$ cat src/rtl/cmp_pkg.sv
// Shared types for the compare-result collector: FSM states, sample classes
// and the (Gt, Ls) classifier.
package cmp_pkg;

   typedef enum logic [1:0] {
      IDLE    = 2'd0,
      COLLECT = 2'd1,
      REPORT  = 2'd2
   } state_e;

   typedef enum logic [1:0] {
      CLS_EQ  = 2'd0,
      CLS_GT  = 2'd1,
      CLS_LS  = 2'd2,
      CLS_ILL = 2'd3
   } cls_e;

   // Gt and Ls together cannot come from a sane compare stage, so that pair is illegal.
   function automatic cls_e classify(input logic gt, input logic ls);
      case ({gt, ls})
         2'b10:   return CLS_GT;
         2'b01:   return CLS_LS;
         2'b11:   return CLS_ILL;
         default: return CLS_EQ;
      endcase
   endfunction

endpackage

$ cat src/rtl/sat_counter.sv
// Saturating up-counter with synchronous reset and clear; clear wins over increment.
module sat_counter #(
   parameter int CW = 4
) (
   input  logic          clk,
   input  logic          rst,
   input  logic          clr,
   input  logic          inc,
   output logic [CW-1:0] q
);

   logic [CW-1:0] q_q, q_d;

   always_comb begin
      q_d = q_q;
      if (clr)
         q_d = '0;
      else if (inc && (q_q != {CW{1'b1}}))
         q_d = q_q + 1'b1;
   end

   always_ff @(posedge clk) begin
      if (rst) q_q <= '0;
      else     q_q <= q_d;
   end

   assign q = q_q;

endmodule

$ cat src/rtl/cmp_result_collector.sv
// Windowed classifier/counter for compare-stage results with a valid/ready report.
// Optional macro CMP_EARLY_STOP_EN: an error/illegal sample closes the window early.
module cmp_result_collector
   import cmp_pkg::*;
#(
   parameter int WINDOW = 4,
   parameter int CW     = 4
) (
   input  logic          clk,
   input  logic          rst,
   input  logic          start,
   input  logic          in_valid,
   output logic          in_ready,
   input  logic          Gt,
   input  logic          Ls,
   input  logic          Error,
   output logic          rpt_valid,
   input  logic          rpt_ready,
   output logic [CW-1:0] gt_cnt,
   output logic [CW-1:0] ls_cnt,
   output logic [CW-1:0] eq_cnt,
   output logic [CW-1:0] err_cnt,
   output logic          err_flag,
   output logic          rpt_early
);

   localparam int SW = $clog2(WINDOW + 1);

   state_e        state_q, state_d;
   logic [SW-1:0] smp_q, smp_d;
   logic          err_flag_q, err_flag_d;
   cls_e          cls;
   logic          accept, open_win, smp_err, last;

   assign cls      = classify(Gt, Ls);
   assign accept   = in_valid & (state_q == COLLECT);
   assign open_win = start & (state_q == IDLE);
   assign smp_err  = Error | (cls == CLS_ILL);

`ifdef CMP_EARLY_STOP_EN
   assign last = accept & ((smp_q == SW'(WINDOW - 1)) | smp_err);
`else
   assign last = accept & (smp_q == SW'(WINDOW - 1));
`endif

   always_ff @(posedge clk) begin
      if (rst) state_q <= IDLE;
      else     state_q <= state_d;
   end

   always_comb begin
      state_d = state_q;
      case (state_q)
         IDLE:    if (start)     state_d = COLLECT;
         COLLECT: if (last)      state_d = REPORT;
         REPORT:  if (rpt_ready) state_d = IDLE;
         default:                state_d = IDLE;
      endcase
   end

   always_comb begin
      in_ready  = (state_q == COLLECT);
      rpt_valid = (state_q == REPORT);
   end

   // Sample counter only advances on handshakes and never exceeds WINDOW.
   always_comb begin
      smp_d      = smp_q;
      err_flag_d = err_flag_q;
      if (open_win) begin
         smp_d      = '0;
         err_flag_d = 1'b0;
      end else if (accept) begin
         smp_d = smp_q + 1'b1;
         if (smp_err) err_flag_d = 1'b1;
      end
   end

   always_ff @(posedge clk) begin
      if (rst) begin
         smp_q      <= '0;
         err_flag_q <= 1'b0;
      end else begin
         smp_q      <= smp_d;
         err_flag_q <= err_flag_d;
      end
   end

   assign err_flag = err_flag_q;

`ifdef CMP_EARLY_STOP_EN
   logic early_q, early_d;

   always_comb begin
      early_d = early_q;
      if (open_win)
         early_d = 1'b0;
      else if (accept && smp_err && (smp_q != SW'(WINDOW - 1)))
         early_d = 1'b1;
   end

   always_ff @(posedge clk) begin
      if (rst) early_q <= 1'b0;
      else     early_q <= early_d;
   end

   assign rpt_early = early_q;
`else
   assign rpt_early = 1'b0;
`endif

   sat_counter #(.CW(CW)) u_gt (
      .clk(clk), .rst(rst), .clr(open_win),
      .inc(accept & (cls == CLS_GT)), .q(gt_cnt)
   );

   sat_counter #(.CW(CW)) u_ls (
      .clk(clk), .rst(rst), .clr(open_win),
      .inc(accept & (cls == CLS_LS)), .q(ls_cnt)
   );

   sat_counter #(.CW(CW)) u_eq (
      .clk(clk), .rst(rst), .clr(open_win),
      .inc(accept & (cls == CLS_EQ)), .q(eq_cnt)
   );

   sat_counter #(.CW(CW)) u_err (
      .clk(clk), .rst(rst), .clr(open_win),
      .inc(accept & smp_err), .q(err_cnt)
   );

endmodule
$ cat config.mk
export PLATFORM = sky130hd
export DESIGN_NAME = cmp_result_collector
export DESIGN_NICKNAME = d
export VERILOG_FILES = /design/src/rtl/cmp_pkg.sv /design/src/rtl/sat_counter.sv /design/src/rtl/cmp_result_collector.sv
export SDC_FILE = /design/constraint.sdc
export NUM_CORES = 1
export LEC_CHECK = 0
export ABC_AREA = 1
export BUFFER_PORTS_ARGS = -buffer_cell sky130_fd_sc_hd__buf_2
export CORE_MARGIN = 4
export CORE_UTILIZATION = 55
export CTS_CLUSTER_SIZE = 16
export DETAILED_ROUTE_END_ITERATION = 10
export PLACE_DENSITY = 0.93
export SETUP_SLACK_MARGIN = 0.02
export SLEW_MARGIN = 5
export SYNTH_ARGS = -nofsm -noshare
export SYNTH_HDL_FRONTEND = slang
export SYNTH_SLANG_ARGS = --single-unit
$ cat constraint.sdc
create_clock -name clk -period 2.9 [get_ports clk]
set_clock_uncertainty 0.2 [all_clocks]
set_input_delay 0.435 -clock clk [delete_from_list [all_inputs] [get_ports clk]]
set_output_delay 0.435 -clock clk [all_outputs]
set_load 0.01 [all_outputs]
== After elaboration in Yosys (flattened, before gate mapping) ==
Index checks and enable logic that the tools add are counted.

* Add/sub/neg operators: 5
* Equality and inequality tests: 16
* Muxes and demuxes: 5
* Bitwise operators: 8
* Reduce and logical (&&, ||, !) cells: 9

{| class="wikitable"
|+ Operators by type and width
! operator !! count
|-
| $add A4 B1 Y4 const B || 4
|-
| $ne A4 B4 Y1 const B || 4
|-
| $pmux W2 S3 || 2
|-
| $eq A2 B2 Y1 const B || 5
|-
| $and A1 B1 Y1 || 7
|-
| $eq A2 B1 Y1 const B || 3
|-
| $mux W2 || 3
|-
| $logic_and A1 B1 Y1 || 4
|-
| $logic_not A2 Y1 || 2
|-
| $ne A2 B1 Y1 const B || 2
|-
| $add A3 B1 Y3 const B || 1
|-
| $eq A3 B2 Y1 const B || 1
|-
| $reduce_and A3 Y1 || 1
|-
| $ne A2 B2 Y1 const B || 1
|-
| $reduce_and A2 Y1 || 1
|-
| $reduce_or A2 Y1 || 1
|-
| $or A1 B1 Y1 || 1
|}

* Register bits: 22
* Input bits: 8
* Output and inout bits: 20
* Logic and storage cells: 50

== Depth between registers and ports, before layout ==
* Depth in word-level cells: 6
* Depth in mapped cells: 6
* Gate-level depth less buffers: 6

== By module ==
Synthesis repeated with hierarchy kept, for this count alone.

* Cell total of the unflattened synthesis: 171
* Area total of the unflattened synthesis: 1246.2 um^2

{| class="wikitable"
|+ By module, submodules not included
! module !! instances !! cells an instance !! area an instance (um^2) !! sequential area each (um^2)
|-
| sat_counter || 4 || 30 || 224.0 || 80.1
|-
| cmp_result_collector || 1 || 51 || 350.3 || 120.1
|}

== Worst setup path before layout ==
No wires, ideal clock.

* Path kind: register to register
* Start: reg u_err.q_q[0] (netlist: u_err.q[0])
* End: reg u_err.q_q[2] (netlist: u_err.q[2])
* Setup time: 0.070 ns
* Data arrival time: 1.114 ns
* Data required time: 2.630 ns
* Setup slack: 1.516 ns
* Stages on the path, launching flop included: 6
* Buffers on the path: 0
* Period minus slack after synthesis: 1.384 ns
* Cell sequence: dfxtp_1 ha_1 nand3_1 nand3_1 nand2_1 a21oi_1

* Word-level cells in the longest chain between the ends: 2
* Elaborated cells between the ends (all ways): 3
* Classes of those cells: add/sub (1); eq/ne (1); reduce/logical (1)

{| class="wikitable"
|+ RTL lines
! what !! line !! source
|-
| start: declaration || sat_counter.sv:12 || <nowiki>logic [CW-1:0] q_q, q_d;</nowiki>
|-
| start signal: assignment || sat_counter.sv:24 || <nowiki>else q_q <= q_d;</nowiki>
|-
| parallel branches: the longest is 2 deep, another holds $add A4 B1 Y4 || -- ||
|}

Several ways; the timed one is not identified.
A chain may end at the register's enable or synchronous reset.

== Worst setup path after layout ==
* Start: reg state_q[0]
* End: out in_ready

* Word-level cells in the longest chain between the ends: 1

{| class="wikitable"
|+ RTL lines
! what !! line !! source
|-
| start: declaration || cmp_result_collector.sv:29 || <nowiki>state_e state_q, state_d;</nowiki>
|-
| start signal: assignment || cmp_result_collector.sv:48 || <nowiki>else state_q <= state_d;</nowiki>
|-
| $eq A2 B1 Y1 || cmp_result_collector.sv:62 || <nowiki>in_ready = (state_q == COLLECT);</nowiki>
|-
| end: declaration || cmp_result_collector.sv:13 || <nowiki>output logic in_ready,</nowiki>
|}

Every way passes these cells.

==> results.json <==
{
  "cap_violations": 0,
  "post_drt_wl_per_cell_um": 11.2,
  "crit_chain": "nand2_1 -> inv_1 -> buf_2",
  "comb_power_share_pct": 8.6,
  "rows": 16,
  "holdWs_ns": 0.107,
  "hold_path.startpoint": "rst",
  "irDropWorstVdd_v": 0.000346,
  "grt_start_max_net_pins": 20,
  "power_frac_seq_pct": 58.6,
  "p_leak_nw": 0.596,
  "crit_slowest_cell": "dfxtp_1",
  "holdPathEnd": "state_q[1]",
  "synth-seq-cells": 22,
  "min_period_ns": 1.68,
  "final_common_cell": "nand2_1",
  "synthTopCellsByArea": "dfxtp_1 38%, nand2_1 13%, nand3_1 10%",
  "post-route-period-util_pct": 57.8,
  "cp_max_fo": 4,
  "cp-start-kind": "flop",
  "yosysSeqAreaShare_pct": 38.2,
  "crit_type": "reg -> out",
  "syn2layout_area_growth_pct": 15.7,
  "final_area_um2": 1330,
  "totalWireLength_um": 2320,
  "antenna_found_initial": 0,
  "coreArea_um2": 1980,
  "clock_latency_ns": 0.32,
  "ios": 28,
  "clock_path_buffers": 2,
  "slew_violations": 0,
  "cts_made_buffers": 3,
  "hp-class": "in -> reg",
  "dp.cells": 204,
  "antennaDiodeCount": 0,
  "gp_congestion": 0.716,
  "worst_ep_arrival_time_ns": 1.04,
  "htree_levels": 1,
  "yosysUniqueCellTypes": 19,
  "drcViolationCount": 0,
  "yosys_warnings": 0,
  "dieArea_um2": 2890,
  "cts.sinks": 22,
  "totalPowerFinal_w": 0.000529,
  "final_cell_mix": "41 x nand2_1, 26 x buf_2, 23 x nand3_1",
  "power.density_nw_per_um2": 397,
  "clk_pin_slew_ns": 0.11,
  "grt_util_met3_pct": 3.32,
  "r2r_cells": 5,
  "fin_nets": 196,
  "die_h_um": 53.8,
  "die_w_um": 53.8,
  "grt_use_total_pct": 18.9,
  "dpl_cell_area_um2": 1300,
  "synth_top_cell_area_share_pct": 38.2,
  "avgViaCountPerCell": 5.29,
  "busiest_layer": "met2",
  "port_buffers": 26,
  "layout-drive-gt1-share_pct": 22.7,
  "netlist_instances": 153,
  "worst-r2r-setup-slack_ns": 1.36,
  "hpwl_um": 1780,
  "grt_pass1_vias": 975,
  "cts_setup_buffers": 0,
  "grt_overflow": 0,
  "grt_pass1_wl_um": 3980,
  "rsz0062_at_grt": "no",
  "hold_depth": 2,
  "setup_viol": 0,
  "yosys.area.top_type": "dfxtp_1",
  "first_iter_violations": 17,
  "ant_nets": 0,
  "met1_usage_pct": 21.1,
  "slowest_delay_ns": 0.44,
  "cts_resized": 0,
  "grtUsageMet2_pct": 33.1,
  "final_cells": 208,
  "avgSynthCellArea_um2": 7.53,
  "crit_path_end_kind": "output port",
  "final_hold_viol_count": 0,
  "status": "complete, no violations",
  "root_buffer": "clkbuf_4",
  "power_switching_w": 0.000131,
  "tns_ns": 0,
  "hold_buffers": 0,
  "vias": 1101,
  "r2r-end": "u_err.q[1]",
  "start_util_pct": 58.1,
  "dr.pass1.iters": 4,
  "synth_fp_nets": 167,
  "fmax_ghz": 0.597,
  "clockPowerShare_pct": 32.8,
  "internal-power_w": 0.000398,
  "cts_tree": "yes",
  "r2r-start": "u_err.q[0]",
  "syn_area_um2": 1150,
  "cp.required_ns": 2.27,
  "switching_share_pct": 24.8
}
-- critical path, delay by kind of cell, from the launching register on --
kind,cells,cell delay (ns)
buf+inv,2,0.21
flops,1,0.44
simple gates,1,0.08
-- registers in the layout, summed over array words and instances (netlist names) --
register  cells
u_err.q       4
u_ls.q        4
u_gt.q        4
state_q       2
smp_q         3
u_eq.q        4
err_flag      1
-- layout make-up --
class,count,area [um^2]
tap,27,33.8
inverter,15,56.3
fill,174,648
timing repair buffer,26,130
clock buffer,4,36.3
multi-input combinational,114,637
sequential,22,440
-- power by group through the flow --
stage | Combinational, W | Clock, W | Sequential, W
final | 0.0000454 | 0.000174 | 0.000310
after global routing | 0.0000519 | 0.000190 | 0.000311
after CTS | 0.0000456 | 0.000177 | 0.000310
after detailed placement | 0.0000453 | 0 | 0.000317
after global placement | 0.0000434 | 0 | 0.000317
after floorplan | 0.0000327 | 0 | 0.000317
-- worst max-delay path by stage --
stage                     from    endpoint  slack, ns  depth (start not counted)
finish              state_q[0]    in_ready       1.22                          3
global route        state_q[0]    in_ready       1.14                          3
CTS                 state_q[0]    in_ready       1.20                          3
detailed placement    in_valid   u_gt.q[1]       1.38                          6
global placement      in_valid   u_gt.q[3]       1.44                          6
floorplan           u_err.q[0]  u_err.q[2]       1.52                          5
-- stage by stage --
| stage | utilization, % | setup slack [ns] |
|---|---|---|
| CTS | 67.3 | 1.20 |
| detailed placement | 65.5 | 1.38 |
| global placement | 65.5 | 1.44 |
| global route | 67.3 | 1.14 |
| finish | 67.3 | 1.22 |
| floorplan | - | 1.52 |
-- synthesized netlist by cell type --
| cell type | count |
|---|---|
| nand3b_1 | 3 |
| conb_1 | 1 |
| nand2_1 | 41 |
| buf_6 | 1 |
| ha_1 | 6 |
| dfxtp_1 | 22 |
| nand4_1 | 4 |
| nand3_4 | 1 |
| a31oi_2 | 1 |
| nor2_1 | 3 |
| inv_2 | 4 |
| a21oi_2 | 1 |
| nand3_1 | 23 |
| nor2_4 | 4 |
| inv_1 | 11 |
| or2_1 | 1 |
| xor2_1 | 4 |
| a21oi_1 | 21 |
| buf_4 | 1 |
-- routing by layer --
layer,up-vias,share of wire [%]
met5,-,0
met4,0,2.2
li1,569,-
met1,503,42
met3,6,4.7
met2,23,51
-- cell families after synthesis --
group,count (synthesis),share of synthesized area (%)
buffers and inverters,17,6.51
adder cells (fa/ha/maj),6,6.51
XOR/XNOR,4,3.04
AO/OA/AOI/OAI,23,11.0
flip-flops,22,38.2
AND/OR/NAND/NOR,80,34.4
other,1,0.325
No activity file was read; power rests on OpenSTA's default activity.
